--- src/rtl/my_gates_pkg.sv ---
// Shared constants and helpers for the arbitrated N-to-1 mux.
package my_gates_pkg;

    localparam int MODE_FIXED = 0;
    localparam int MODE_RR    = 1;

    // Index width; never below one bit so a 1-channel select still has a port.
    function automatic int sel_width(input int n);
        int w;
        w = $clog2(n);
        return (w < 1) ? 1 : w;
    endfunction

endpackage

--- src/rtl/my_rr_arbiter.sv ---
// Grant selection: fixed priority from channel 0, or round-robin from a rotating pointer.
module my_rr_arbiter
    import my_gates_pkg::*;
#(
    parameter  int N    = 8,
    parameter  int RR   = MODE_RR,
    localparam int SELW = sel_width(N)
) (
    input  logic            clk,
    input  logic            rst_n,
    input  logic [N-1:0]    req,
    input  logic            en,
    output logic [N-1:0]    grant,
    output logic [SELW-1:0] grant_idx
);

    logic [SELW-1:0] ptr;
    logic            hit;

    // Search N slots upward from the base with wrap; the first requester wins.
    always_comb begin
        int              base;
        int              idx;
        logic [SELW-1:0] idx_w;
        grant     = '0;
        grant_idx = '0;
        hit       = 1'b0;
        idx       = 0;
        idx_w     = '0;
        base      = (RR == MODE_RR) ? int'(ptr) : 0;
        for (int k = 0; k < N; k++) begin
            idx = base + k;
            if (idx >= N) begin
                idx = idx - N;
            end
            idx_w = SELW'(idx);
            if (!hit && en && rst_n && req[idx_w]) begin
                hit          = 1'b1;
                grant[idx_w] = 1'b1;
                grant_idx    = idx_w;
            end
        end
    end

    always_ff @(posedge clk) begin
        if (!rst_n) begin
            ptr <= '0;
        end else if (hit && (RR == MODE_RR)) begin
            ptr <= (grant_idx == SELW'(N - 1)) ? '0 : grant_idx + 1'b1;
        end
    end

endmodule

--- src/rtl/my_arb_mux_n.sv ---
// N-channel valid/ready arbiter feeding a single registered output stage.
module my_arb_mux_n
    import my_gates_pkg::*;
#(
    parameter  int N    = 8,
    parameter  int W    = 16,
    parameter  int RR   = MODE_RR,
    localparam int SELW = sel_width(N)
) (
    input  logic            clk,
    input  logic            rst_n,
    input  logic [N*W-1:0]  in_data,
    input  logic [N-1:0]    in_valid,
    output logic [N-1:0]    in_ready,
    output logic [W-1:0]    out_data,
    output logic [SELW-1:0] out_sel,
    output logic            out_valid,
    input  logic            out_ready,
    output logic            all_valid,
    output logic            any_valid
);

    logic            load;
    logic [N-1:0]    grant;
    logic [SELW-1:0] grant_idx;
    logic            any_grant;
    logic [W-1:0]    mux_data;

    logic [W-1:0]    data_p1;
    logic [SELW-1:0] sel_p1;
    logic            vld_p1;
    logic            all_p1;
    logic            any_p1;

    // The output register can take a new word when empty or being drained this cycle.
    assign load      = !vld_p1 || out_ready;
    assign any_grant = |grant;
    assign in_ready  = grant;

    my_rr_arbiter #(
        .N  (N),
        .RR (RR)
    ) u_arb (
        .clk       (clk),
        .rst_n     (rst_n),
        .req       (in_valid),
        .en        (load),
        .grant     (grant),
        .grant_idx (grant_idx)
    );

    always_comb begin
        mux_data = '0;
        for (int i = 0; i < N; i++) begin
            if (grant_idx == SELW'(i)) begin
                mux_data = in_data[i*W +: W];
            end
        end
    end

    // ---- stage p0 -> p1: registered output ----
    always_ff @(posedge clk) begin
        if (!rst_n) begin
            data_p1 <= '0;
            sel_p1  <= '0;
            vld_p1  <= 1'b0;
            all_p1  <= 1'b0;
            any_p1  <= 1'b0;
        end else begin
            all_p1 <= &in_valid;
            any_p1 <= |in_valid;
            if (load) begin
                vld_p1 <= any_grant;
                if (any_grant) begin
                    data_p1 <= mux_data;
                    sel_p1  <= grant_idx;
                end
            end
        end
    end

    assign out_data  = data_p1;
    assign out_sel   = sel_p1;
    assign out_valid = vld_p1;
    assign all_valid = all_p1;
    assign any_valid = any_p1;

endmodule

--- config.mk ---
export PLATFORM = sky130hd
export DESIGN_NAME = my_arb_mux_n
export DESIGN_NICKNAME = d
export VERILOG_FILES = /design/src/rtl/my_gates_pkg.sv /design/src/rtl/my_rr_arbiter.sv /design/src/rtl/my_arb_mux_n.sv
export SDC_FILE = /design/constraint.sdc
export NUM_CORES = 1
export LEC_CHECK = 0
export ABC_AREA = 1
export CAP_MARGIN = 20
export CORE_UTILIZATION = 50
export CTS_BUF_LIST = sky130_fd_sc_hd__clkbuf_2 sky130_fd_sc_hd__clkbuf_4 sky130_fd_sc_hd__clkbuf_8
export DETAILED_ROUTE_END_ITERATION = 6
export PLACE_DENSITY = 0.9
export SLEW_MARGIN = 20
export SYNTH_ARGS = -nofsm -noshare
export SYNTH_HDL_FRONTEND = slang
export SYNTH_SLANG_ARGS = --single-unit
--- constraint.sdc ---
create_clock -name clk -period 7.77 [get_ports clk]
set_input_delay 1.554 -clock clk [delete_from_list [all_inputs] [get_ports clk]]
set_output_delay 1.554 -clock clk [all_outputs]
set_load 0.02 [all_outputs]
* After elaboration in Yosys (flattened, before gate mapping)
Index checks and enable logic that the tools add are counted.
** Word-level totals
- Bits of input ports :: 139
- Bits in registers :: 25
** Operators by class
- Mux-type cells :: 73
- Equality and inequality tests :: 7
- $lt $le $gt $ge :: 24
- $add $sub $neg :: 16
- Reduce and logical (&&, ||, !) cells :: 45
- Bitwise logic cells :: 7
** Operator list (count)
- 16-bit 2-to-1 mux :: 8
- 8-bit 2-to-1 mux :: 8
- 8-bit OR :: 7
- 3-bit 2-to-1 mux :: 17
- 3-bit by 4-bit less-than comparator with 1-bit output (second input constant) :: 8
- 1-bit logical AND :: 31
- 4-bit >= comparator (second input constant) :: 7
- 1-bit binary-select mux with 3-bit select :: 8
- 1-bit demux with 3-bit select :: 8
- 3-bit by 1-bit >= comparator with 1-bit output (second input constant) :: 8
- 1-bit 2-to-1 mux :: 24
- 3-bit by 1-bit subtractor with 3-bit output (second input constant) :: 8
- 3-bit by 3-bit adder with 4-bit output (second input constant) :: 4
- 8-bit OR reduction :: 2
- 3-bit == test (second input constant) :: 4
- 3-bit by 2-bit adder with 4-bit output (second input constant) :: 2
- 1-bit logical NOT :: 8
- 8-bit AND reduction :: 1
- 3-bit by 2-bit == test with 1-bit output (second input constant) :: 2
- 3-bit by 1-bit adder with 4-bit output (second input constant) :: 1
- 3-bit by 4-bit >= comparator with 1-bit output (second input constant) :: 1
- 3-bit by 1-bit adder with 3-bit output (second input constant) :: 1
- 3-bit by 1-bit == test with 1-bit output (second input constant) :: 1
- 3-bit logical NOT :: 1
- 2 further kinds :: 2

* Depth between registers and ports, before layout
- Depth after elaboration :: 50
- Mapped depth :: 36
- Depth with buffers taken out :: 31

* Cells and area by module
From an unflattened synthesis, not the netlist that was laid out.
** Unflattened totals
- Cells, all modules :: 599
- Area total of the unflattened synthesis :: 3477.1 um^2
** By module, submodules not included
- my_arb_mux_n :: cells an instance 337, seq. area each 440.4 um^2, area an instance 1954.4 um^2, times used 1
- my_rr_arbiter :: cells an instance 262, seq. area each 60.1 um^2, area an instance 1522.7 um^2, times used 1

* Least setup slack after synthesis
No wires, ideal clock.
- Path kind :: in2out
- From :: input port out_ready
- To :: output port in_ready[0]
- Path slack :: 3.049 ns
- Stages on the path :: 11
- Data arrival time :: 3.167 ns
- Cell sequence :: nor2_1 > nor2_2 > inv_1 > nor2_1 > nand2_4 > o211ai_1 > nor2_2 > o21ai_2 > nor2_4 > nand2_4 > o2111ai_1
** On the way
- Cells in the longest elaborated chain, start to end :: 39
- Elaborated cells on any way between the ends :: 53
** Ends and longest elaborated chain
- start: declaration :: line my_arb_mux_n.sv:18 : input logic out_ready,
- 1-bit logical OR (*) :: line my_arb_mux_n.sv:36 : assign load = !vld_p1 || out_ready;
- 1-bit logical AND (2 in a row) :: line my_rr_arbiter.sv:37 : if (!hit && en && rst_n && req[idx_w]) begin
- 1-bit 2-to-1 mux :: line my_rr_arbiter.sv:37
- 1-bit logical NOT :: line my_rr_arbiter.sv:37
- 1-bit logical AND (3 in a row) :: line my_rr_arbiter.sv:37
- 1-bit 2-to-1 mux :: line my_rr_arbiter.sv:37
- 1-bit logical NOT :: line my_rr_arbiter.sv:37
- 1-bit logical AND (3 in a row) :: line my_rr_arbiter.sv:37
- [... 12 more ...]
- 1-bit logical AND (3 in a row) :: line my_rr_arbiter.sv:37
- 1-bit 2-to-1 mux :: line my_rr_arbiter.sv:37
- 1-bit logical NOT :: line my_rr_arbiter.sv:37
- 1-bit logical AND (3 in a row) :: line my_rr_arbiter.sv:37
- 1-bit 2-to-1 mux :: line my_rr_arbiter.sv:37
- 1-bit logical NOT :: line my_rr_arbiter.sv:37
- 1-bit logical AND (3 in a row) :: line my_rr_arbiter.sv:37
- 8-bit 2-to-1 mux (*) :: line my_rr_arbiter.sv:37
- end: declaration :: line my_arb_mux_n.sv:14 : output logic [N-1:0] in_ready,
Mark *: on every way between the ends. The rest lies on a longest branch, timed or not.

* Worst setup path after layout
- From :: input port rst_n
- To :: output port in_ready[6]
** On the way
- Cells in the longest elaborated chain, start to end :: 38
- Elaborated cells on any way between the ends :: 52
** Ends and longest elaborated chain
- start: declaration :: line my_arb_mux_n.sv:11 : input logic rst_n,
- 1-bit logical AND (2 in a row) :: line my_rr_arbiter.sv:37
- 1-bit 2-to-1 mux :: line my_rr_arbiter.sv:37
- 1-bit logical NOT :: line my_rr_arbiter.sv:37
- 1-bit logical AND (3 in a row) :: line my_rr_arbiter.sv:37
- 1-bit 2-to-1 mux :: line my_rr_arbiter.sv:37
- 1-bit logical NOT :: line my_rr_arbiter.sv:37
- 1-bit logical AND (3 in a row) :: line my_rr_arbiter.sv:37
- 1-bit 2-to-1 mux :: line my_rr_arbiter.sv:37
- [... 11 more ...]
- 1-bit logical AND (3 in a row) :: line my_rr_arbiter.sv:37
- 1-bit 2-to-1 mux :: line my_rr_arbiter.sv:37
- 1-bit logical NOT :: line my_rr_arbiter.sv:37
- 1-bit logical AND (3 in a row) :: line my_rr_arbiter.sv:37
- 1-bit 2-to-1 mux :: line my_rr_arbiter.sv:37
- 1-bit logical NOT :: line my_rr_arbiter.sv:37
- 1-bit logical AND (3 in a row) :: line my_rr_arbiter.sv:37
- 8-bit 2-to-1 mux (*) :: line my_rr_arbiter.sv:37
Marks and branches as above.

==> metrics.cfg <==
[outcome]
status=complete, no violations

[worst_setup_path]
endpoint_kind=primary output
cp_num_buf_inv=4
rrSetupSlack_ns=1.81
cp.required_ns=6.22
reg2reg_depth=27
path_class=input port to primary output
crit_fanout=23
r2r_end=out_data[5]
cp_slowest_stage_delay_ns=0.67
worstReg2RegStart=u_arb.ptr[1]
crit_slowest_cell=clkdlybuf4s50_1
start_kind=input port
crit_family=buffers and inverters
critPathArrivalTime_ns=4.79
crit_chain=clkdlybuf4s50_1 -> inv_2 -> nor2_2 -> inv_1 -> nor2_1 -> nand2_4 -> o211ai_1 -> nor2_2 -> o21ai_2 -> nor2_4 -> nand2_4 -> o2111ai_1 -> clkdlybuf4s50_1

[clock_network]
clk_latency_ns=0.27
cts_setup_buffers=0
clockBufferDepth=2
cts_hold_buf=0
cts-root-buf=clkbuf_8
cts_tree=built
clock_sinks=25
cts_buffers=3
cts_resized=0
clk_pin_slew_ns=0.08
htreeDepth=1

[route]
wl_per_cell_um=14.50
wl_um=15150
first_pass_iters=6
drc=0
vias=5682
postRouteAntennaNets=0
dr.first_iter.drc_count=436
vias_per_cell=5.437

[placement]
io_buffers=168
dpl_cell_area_um2=5929
gp_congestion=1.046
post-place-ws_ns=1.391
place_hpwl_um=11880

[die]
die_y_um=95.57
rows=33
start_util=0.5249
core_area_um2=8341
dieArea_um2=9134
fp.dieW_um=95.57
num_io_pins=169

[synthesis]
synth_edf_count=0
syn_inst=814
synthTopCellsByArea=nand2_1 (20%), dfxtp_1 (11%), inv_1 (10%), nand3_1 (7.5%), nand4_1 (7.1%)
ys_seq_area_frac=0.1143
synth_top_area_frac=0.2049
syn_nets=965
syn-cell-area_um2=4378
synth-main-ff-cell=dfxtp_1
synthDistinctLibCells=43
ys_warn_count=0
yosys.area.top_type=nand2_1
yosysMostFrequentCell=nand2_1
synth-seq-cells=25
postSynthAreaPerCell_um2=5.378
ys_top_cells_by_count=nand2_1 (239), inv_1 (121), nor2_1 (71), nand3_1 (66), nand4_1 (50)
async_reset_ff_frac=0

[layout]
area_growth_pct=36.55
antennaDiodeCount=0
design_area_um2=5978
fin_util=0.7168
layout-drive-gt1-share=0.07447
final_net_count=1092

[worst_hold_path]
hold_path_end=out_data[11]
hold_class=register to register
whs_path_depth=2
min-delay-start=out_data[11]

[sta]
slew_violations=0
slew_headroom=0.3623
rsz0062_at_grt=false
skew_ns=0.002001
max_slew.worst_pin.slew_ns=0.9555
fin_ws_ns=1.429
setup_viol=0
hold_viol=0
setup_tns_ns=0
finalCritPeriodShare=0.8161
fmax_mhz=157.7
fin_crit_ns=6.341

[global_routing]
grt.overflow.total=0
antenna_found_initial=0
grt_max_degree=51
grt_usage=0.3332
grt_pass1_vias=5052
grt_pass1_wl_um=23810

[job]
max_cap_violations=0

-- layer usage --
layer,vias to the layer above,global-route usage,wire length [um]
met2,296,0.5714,7229
met4,0,0.1132,452
met1,2464,0.4245,6166
met3,42,0.04705,1302
met5,-,0,0
li1,2880,-,-
-- cells in the final DEF, fill, tap and decap left out, types with 2 or more instances in the layout --
| cell type | instances |
|---|---|
| a21oi_1 | 45 |
| a21oi_2 | 9 |
| a221oi_1 | 4 |
| a22oi_1 | 3 |
| buf_4 | 6 |
| clkbuf_8 | 3 |
| clkdlybuf4s50_1 | 168 |
| dfxtp_1 | 25 |
| ha_1 | 12 |
| inv_1 | 121 |
| inv_2 | 6 |
| nand2_1 | 239 |
| nand2_2 | 20 |
| nand2_4 | 2 |
| nand3_1 | 66 |
| nand3_2 | 6 |
| nand4_1 | 50 |
| nor2_1 | 71 |
| nor2_2 | 6 |
| nor2_4 | 2 |
| nor3_1 | 17 |
| nor4_1 | 2 |
| o2111ai_1 | 8 |
| o211ai_1 | 2 |
| o21ai_0 | 8 |
| o21ai_1 | 16 |
| o22ai_1 | 8 |
-- sequential cells by signal (all words and copies together) (netlist names) --
name and flops:
u_arb.ptr 3, out_data 16, out_valid 1, all_valid 1
any_valid 1, out_sel 3
-- cells by family (layout without fill, tap and decap cells) --
logic type                 Yosys count  after routing  synth area share
AOI/OAI and AO/OA                  110            110            0.1546
adders and majority gates           12             12           0.03429
buffers and inverters              180            306            0.1821
DFF                                 25             25            0.1143
and+or+nand+nor                    487            487            0.5147
-- per-stage QoR --
| step | hold WS, ns | cells |
|---|---|---|
| global route | 0.4994 | 1045 |
| detailed placement | 0.4584 | 1041 |
| floorplan | 0.5396 | 814 |
| finish | 0.4703 | 1045 |
| CTS | 0.4706 | 1045 |
| global placement | 0.4566 | 1041 |
-- final cells by class --
cell class | instances | area [um^2]
clock buffer | 3 | 41.29
inverter | 128 | 483.0
clock inverter | 1 | 7.507
sequential | 25 | 500.5
multi-input combinational | 609 | 3088
fill | 744 | 2362
timing repair buffer | 174 | 1727
tap | 105 | 131.4
-- worst max path at each step --
| stage | from | to | slack [ns] | depth (start not counted) |
|---|---|---|---|---|
| 2_1_floorplan | out_ready | in_ready[0] | 3.05 | 11 |
| 3_3_place_gp | rst_n | out_data[15] | 1.50 | 25 |
| 3_5_place_dp | rst_n | out_data[5] | 1.39 | 25 |
| 4_1_cts | rst_n | in_ready[6] | 1.50 | 13 |
| 5_1_grt | rst_n | out_data[5] | 1.06 | 25 |
| 6_report | rst_n | in_ready[6] | 1.43 | 13 |
-- worst register-to-register path, delay by kind of cell, from the launching register on --
kind | cells | cell delay (ns)
and+or+nand+nor | 16 | 2.43
buffers and inverters | 6 | 1.28
adders and majority gates | 2 | 1.10
DFF | 1 | 0.64
AOI/OAI and AO/OA | 3 | 0.44
Power is not shown: default switching activity piles up to over one toggle a cycle in this logic, so the estimate is an artifact.
